File: src/rtl/gyrator_sweep_sequencer_pkg.sv
// Shared definitions for the gyrator sweep sequencer.
//   CODE_W        : width of DAC codes, frequency codes and ADC samples
//   IDX_W         : width of the result point index
//   TMR_W         : width of the settle timer
//   sweep_state_e : sequencer state encoding
package gyrator_sweep_sequencer_pkg;

  localparam int CODE_W = 16;
  localparam int IDX_W  = 8;
  localparam int TMR_W  = 16;

  typedef enum logic [2:0] {
    ST_IDLE      = 3'd0,
    ST_DC_SET    = 3'd1,
    ST_DC_SETTLE = 3'd2,
    ST_DC_MEAS   = 3'd3,
    ST_AC_SET    = 3'd4,
    ST_AC_SETTLE = 3'd5,
    ST_AC_MEAS   = 3'd6,
    ST_DONE      = 3'd7
  } sweep_state_e;

endpackage

File: src/rtl/sweep_settle_timer.sv
// Settle timer shared by the DC and AC settle phases.
//   clk, rst  : clock, asynchronous active-high reset
//   load      : load load_val into the counter
//   dec       : decrement by one per cycle, holding at zero
//   load_val  : value to load
//   zero      : counter currently equals zero
module sweep_settle_timer
  import gyrator_sweep_sequencer_pkg::*;
#(
  parameter int W = TMR_W
) (
  input  logic         clk,
  input  logic         rst,
  input  logic         load,
  input  logic         dec,
  input  logic [W-1:0] load_val,
  output logic         zero
);

  logic [W-1:0] cnt;

  always_ff @(posedge clk or posedge rst) begin
    if (rst) begin
      cnt <= '0;
    end else if (load) begin
      cnt <= load_val;
    end else if (dec && (cnt != '0)) begin
      cnt <= cnt - W'(1);
    end
  end

  assign zero = (cnt == '0);

endmodule

File: src/rtl/gyrator_sweep_sequencer.sv
// Gyrator sweep sequencer: applies a DC bias, measures the operating point,
// then steps an AC stimulus through N_POINTS frequencies, measuring each.
//   clk, rst            : clock, asynchronous active-high reset
//   start               : one-cycle pulse, accepted only in IDLE
//   vdc_cfg, f0_cfg     : bias code and first frequency code, latched on start
//   vdc_code, ac_en,
//   freq_code           : stimulus controls
//   meas_req / meas_ack,
//   meas_data           : ADC handshake and sample
//   res_valid, res_data,
//   res_idx             : result strobe, sample, point index (0 = DC)
//   busy                : high from accepted start until DONE exits
module gyrator_sweep_sequencer
  import gyrator_sweep_sequencer_pkg::*;
#(
  parameter int                SETTLE_CYC = 16,
  parameter int                N_POINTS   = 8,
  parameter logic [CODE_W-1:0] FSTEP      = 16'd256
) (
  input  logic              clk,
  input  logic              rst,
  input  logic              start,
  input  logic [CODE_W-1:0] vdc_cfg,
  input  logic [CODE_W-1:0] f0_cfg,
  output logic [CODE_W-1:0] vdc_code,
  output logic              ac_en,
  output logic [CODE_W-1:0] freq_code,
  output logic              meas_req,
  input  logic              meas_ack,
  input  logic [CODE_W-1:0] meas_data,
  output logic              res_valid,
  output logic [CODE_W-1:0] res_data,
  output logic [IDX_W-1:0]  res_idx,
  output logic              busy
);

  sweep_state_e      state, state_nxt;
  logic [CODE_W-1:0] vdc_lat, f0_lat;
  logic [IDX_W-1:0]  pt_idx;
  logic              tmr_load, tmr_dec, tmr_zero;
  logic              meas_fire, more_pts;

  assign meas_fire = meas_req && meas_ack;
  assign more_pts  = (pt_idx < IDX_W'(N_POINTS));

  sweep_settle_timer #(.W(TMR_W)) u_settle (
    .clk      (clk),
    .rst      (rst),
    .load     (tmr_load),
    .dec      (tmr_dec),
    .load_val (TMR_W'(SETTLE_CYC - 1)),
    .zero     (tmr_zero)
  );

  always_ff @(posedge clk or posedge rst) begin
    if (rst) state <= ST_IDLE;
    else     state <= state_nxt;
  end

  always_comb begin
    state_nxt = state;
    case (state)
      ST_IDLE:      if (start) state_nxt = ST_DC_SET;
      ST_DC_SET:    state_nxt = ST_DC_SETTLE;
      ST_DC_SETTLE: if (tmr_zero) state_nxt = ST_DC_MEAS;
      ST_DC_MEAS:   if (meas_ack) state_nxt = ST_AC_SET;
      ST_AC_SET:    state_nxt = ST_AC_SETTLE;
      ST_AC_SETTLE: if (tmr_zero) state_nxt = ST_AC_MEAS;
      ST_AC_MEAS:   if (meas_ack) state_nxt = more_pts ? ST_AC_SET : ST_DONE;
      ST_DONE:      state_nxt = ST_IDLE;
      default:      state_nxt = ST_IDLE;
    endcase
  end

  always_comb begin
    meas_req = (state == ST_DC_MEAS) || (state == ST_AC_MEAS);
    busy     = (state != ST_IDLE);
    tmr_load = (state == ST_DC_SET) || (state == ST_AC_SET);
    tmr_dec  = (state == ST_DC_SETTLE) || (state == ST_AC_SETTLE);
  end

  // Stimulus and result registers; res_valid is a single-cycle strobe
  // following the edge on which the ADC acknowledged.
  always_ff @(posedge clk or posedge rst) begin
    if (rst) begin
      vdc_lat   <= '0;
      f0_lat    <= '0;
      pt_idx    <= '0;
      vdc_code  <= '0;
      ac_en     <= 1'b0;
      freq_code <= '0;
      res_valid <= 1'b0;
      res_data  <= '0;
      res_idx   <= '0;
    end else begin
      res_valid <= 1'b0;
      if ((state == ST_IDLE) && start) begin
        vdc_lat <= vdc_cfg;
        f0_lat  <= f0_cfg;
        pt_idx  <= '0;
      end
      if (state == ST_DC_SET) begin
        vdc_code <= vdc_lat;
        ac_en    <= 1'b0;
      end
      if (meas_fire) begin
        res_data  <= meas_data;
        res_idx   <= pt_idx;
        res_valid <= 1'b1;
      end
      if (meas_fire && (state == ST_DC_MEAS)) begin
        pt_idx    <= IDX_W'(1);
        freq_code <= f0_lat;
        ac_en     <= 1'b1;
      end
      // ac_en drops on entry to DONE so it only spans the AC points.
      if (meas_fire && (state == ST_AC_MEAS)) begin
        if (more_pts) begin
          pt_idx    <= pt_idx + IDX_W'(1);
          freq_code <= freq_code + FSTEP;
        end else begin
          ac_en <= 1'b0;
        end
      end
    end
  end

endmodule

File: config.mk
export PLATFORM = sky130hd
export DESIGN_NAME = gyrator_sweep_sequencer
export DESIGN_NICKNAME = d
export VERILOG_FILES = /design/src/rtl/gyrator_sweep_sequencer_pkg.sv /design/src/rtl/sweep_settle_timer.sv /design/src/rtl/gyrator_sweep_sequencer.sv
export SDC_FILE = /design/constraint.sdc
export NUM_CORES = 1
export LEC_CHECK = 0
export ABC_AREA = 1
export CORE_MARGIN = 2
export CORE_UTILIZATION = 46
export CTS_CLUSTER_SIZE = 12
export DETAILED_ROUTE_END_ITERATION = 10
export MAX_ROUTING_LAYER = met4
export PLACE_DENSITY = 0.76
export SYNTH_ARGS = -nofsm -noshare
export SYNTH_HDL_FRONTEND = slang
export SYNTH_SLANG_ARGS = --single-unit
File: constraint.sdc
create_clock -name clk -period 3.77 [get_ports clk]
set_input_delay 0.754 -clock clk [delete_from_list [all_inputs] [get_ports clk]]
set_output_delay 0.754 -clock clk [all_outputs]
set_load 0.02 [all_outputs]
==> metrics.txt <==
result of the run=complete, no violations; ordered list of cells on the worst path=inv_2, nand2_1, nand2_1, inv_1, clkdlybuf4s50_1; post-placement worst setup slack=1.092 ns; maximum single-stage delay on the critical path=0.64 ns; layout cell share with drive strength beyond 1=7.004%; Total Nets Final=between 800 and 900; CTS Hold Buffers Added=0; CTS Buf Count=17; post-synthesis average cell area=8.069 um2; critical path data required time=3.02 ns; max capacitance violation total=0; residual antenna-violating net count after detailed routing=0; ys async rst share=100.0%; list of most frequent post-synthesis cells=324 x sky130_fd_sc_hd__nand2_1, 117 x sky130_fd_sc_hd__dfrtp_1, 40 x sky130_fd_sc_hd__inv_1, 38 x sky130_fd_sc_hd__nor2_1, 20 x sky130_fd_sc_hd__nand3_1; Die W=110.5 um; global-route wire length before repair=21.22 mm; origin of the critical flop-to-flop path=state[1]; critical-path cell with the highest stage delay=sky130_fd_sc_hd__clkdlybuf4s50_1; H-tree depth reported by CTS=4; FP Rows=38; clock period minus worst slack=2.796 ns; arrival time at the worst endpoint=2.04 ns; initial core utilization=47.67%; adder and majority cell fraction of the synthesized area=0.7201%; total core area=about 0.011 mm2; CTS tree=done; setup tns final=0 ns; clk slew on worst S/H paths=0.05 ns; residual DRC count=0; final critical-path setup slack=~1 ns; cells resized by post-CTS repair=0; FMAX=0.3577 GHz; area fraction in and, or, nand and nor cells after synthesis=32.33%; measured slew at the worst slew-check pin=1.193 ns; endpoint of the most critical register-to-register path=u_settle.cnt[12]; vias in the first global route=between 4000 and 5000; Mapped Nets=701; unrepaired setup endpoints after global routing=no; via total after detailed routing=4585; cell repeated most along the worst path=sky130_fd_sc_hd__nand2_1; total of fill cells in the finished design=879; sequential cell area=0.002928 mm2; count of clock tree sinks=approximately 120; metal2 WL=5.967 mm; routed wire length on met3=around 770 um; main combinational cell family by area after synthesis=simple AND/OR/NAND/NOR gates; met1 layer wirelength in the final routing=around 5.4 mm; Yosys warning total=0; synthesized netlist cell count=~650; multi-input combinational cell area=around 0.0020 mm2; number of enable flip-flop cells after synthesis=0; first-pass iteration count of the detailed router=5; number of antenna violations at the first check in global routing=0; largest area contributor in the netlist=sky130_fd_sc_hd__dfrtp_1; via/cell ratio=roughly 5; most frequently used flop master after synthesis=sky130_fd_sc_hd__dfrtp_1; synthesized flop and latch total=117; worst vdd ir=about 0.47 mV; Slew Viols, Final=0; post-CTS setup buffers=0; r2r setup slk=roughly 1.4 ns; Skew-Pair Late Insertion Delay=0.41 ns; final weighted congestion of routability-driven global placement=around 0.90; growth of design area from synthesis to finish=34.64%; kind of critical path=register to primary output; area of the die=0.01220 mm2; crit-path max FO=9; Wirelength per Cell=13.65 um; Crit. End Element=primary output; Port-buffer cells=111; cell at the root of the clock tree=sky130_fd_sc_hd__clkbuf_16; cell leakage power=3.576 nW; HP Class=register to register; number of top-level design ports=112; Vert. Die Dim=110.5 um; highest routing layer actually used=met4; beginning of the critical path=state[2]; multiplexer fraction of the synthesized cell area=0%; number of distinct library cells after synthesis=32; path depth of the worst reg2reg path=10; overall power consumption=6.242 mW; maximum clock insertion buffer count=2; pwr dens=889.4 mW/mm2; post-detailed-routing wire length=12.43 mm; total routing resource utilization after global routing=21.78%; final design utilization=approximately 64%; area fraction in compound gates after synthesis=4.273%; cell area after synthesis=0.005212 mm2; fraction of the cycle the final worst path needs=74.16%; HPWL after detailed placement=about 8.1 mm; largest net degree at the start of global routing=65; crit path to=meas_req; top post-synthesis cells by area=sky130_fd_sc_hd__dfrtp_1 56%, sky130_fd_sc_hd__nand2_1 23%, sky130_fd_sc_hd__inv_1 2.9%; aggregate global routing overflow=0; xor/xnor share of the synthesized area=1.008%; headroom to the max-slew limit=between 20% and 30%; worst-case clock skew=approximately 0.0064 ns; type of element launching the critical path=register; Hold Fails Final Rpt=0; fraction of synthesized cell area taken by the top area cell type=~56%; DRT iter0 DRCs=310; number of antenna repair diodes=0; Final Setup Violations=0; part of the Yosys area used for sequential elements=56.17%; most numerous cell in the Yosys netlist=sky130_fd_sc_hd__nand2_1
## placed cells by master, fill, tap and decap left out, types with 2 or more instances in the layout
cell                              Yosys  final
sky130_fd_sc_hd__nor2_4               4      4
sky130_fd_sc_hd__clkbuf_16            0     17
sky130_fd_sc_hd__clkinv_4             0      4
sky130_fd_sc_hd__nand2_2              3      3
sky130_fd_sc_hd__o21ai_0             18     18
sky130_fd_sc_hd__ha_1                 3      3
sky130_fd_sc_hd__nand2_1            324    324
sky130_fd_sc_hd__buf_4                5      3
sky130_fd_sc_hd__bufinv_16            0      2
sky130_fd_sc_hd__inv_6                0      3
sky130_fd_sc_hd__nand3_1             20     20
sky130_fd_sc_hd__o21bai_1             4      4
sky130_fd_sc_hd__nor3_1               5      5
sky130_fd_sc_hd__xor2_1               5      5
sky130_fd_sc_hd__clkinvlp_4           0      5
sky130_fd_sc_hd__dfrtp_1            117    117
sky130_fd_sc_hd__a31oi_1              2      2
sky130_fd_sc_hd__inv_2                5      5
sky130_fd_sc_hd__nor2_1              38     38
sky130_fd_sc_hd__inv_1               40     39
sky130_fd_sc_hd__o21ai_1              9      9
sky130_fd_sc_hd__clkdlybuf4s50_1      0    111
sky130_fd_sc_hd__nand4_1             11     11
sky130_fd_sc_hd__nand2_4              2      2
sky130_fd_sc_hd__a21oi_1              6      6
## through the flow
step / cells / cell area, um2 / hold slack (ns)
2_1_floorplan: 646 / 5216 / 0.4419
3_3_place_gp: 880 / 6427 / 0.4535
3_5_place_dp: 880 / 6427 / 0.4591
4_1_cts: 911 / 7018 / 0.4742
5_1_grt: 911 / 7018 / 0.4861
6_report: 911 / 7018 / 0.4685
## power by group
group | switching, mW | internal (mW)
combinational | 1.54 | 0.989
clock | 0.603 | 0.995
sequential | 0.356 | 1.76
## worst min path at each step
stage,startpoint,end,cells after the start
3_3_place_gp,res_data[4],res_data[4],2
5_1_grt,res_data[5],res_data[5],2
2_1_floorplan,u_settle.cnt[0],u_settle.cnt[0],2
6_report,res_data[15],res_data[15],2
3_5_place_dp,res_idx[0],res_idx[0],2
4_1_cts,res_data[15],res_data[15],2
## worst max-delay path: cells and delay by family, from the launching register on
family	cells	cell delay (ns)
and+or+nand+nor	2	0.20
buffers and inverters	3	0.88
DFF	1	0.55
## routing by layer
metal  GRT usage [%]  vias to the layer above
li1                -                     2232
met1           26.97                     2170
met2           34.76                      156
met3           5.653                       27
met4           7.833                        0
met5               -                        -
## registers in the layout, summed over array words and instances, names as in the netlist, 3 cells and up
| register | count |
|---|---|
| res_data | 16 |
| f0_lat | 16 |
| freq_code | 16 |
| u_settle.cnt | 16 |
| pt_idx | 8 |
| res_idx | 8 |
| vdc_code | 16 |
| vdc_lat | 16 |
| state | 3 |
## area by class of cell
type | instances | area share [%]
flip-flops and latches | 117 | 41.72
multi-input cells | 463 | 28.47
repair buffers | 115 | 16.44
clock buffers | 18 | 6.258
well taps | 140 | 2.496
inverters | 45 | 2.460
clock inverters | 13 | 2.157
## kinds of logic after synthesis
| group | Yosys count |
|---|---|
| AO/OA/AOI/OAI | 41 |
| XOR/XNOR | 6 |
| adder cells (fa/ha/maj) | 3 |
| buffers and inverters | 66 |
| flip-flops | 117 |
| AND/OR/NAND/NOR | 413 |
Note: power is estimated with default switching activity, not from simulation.
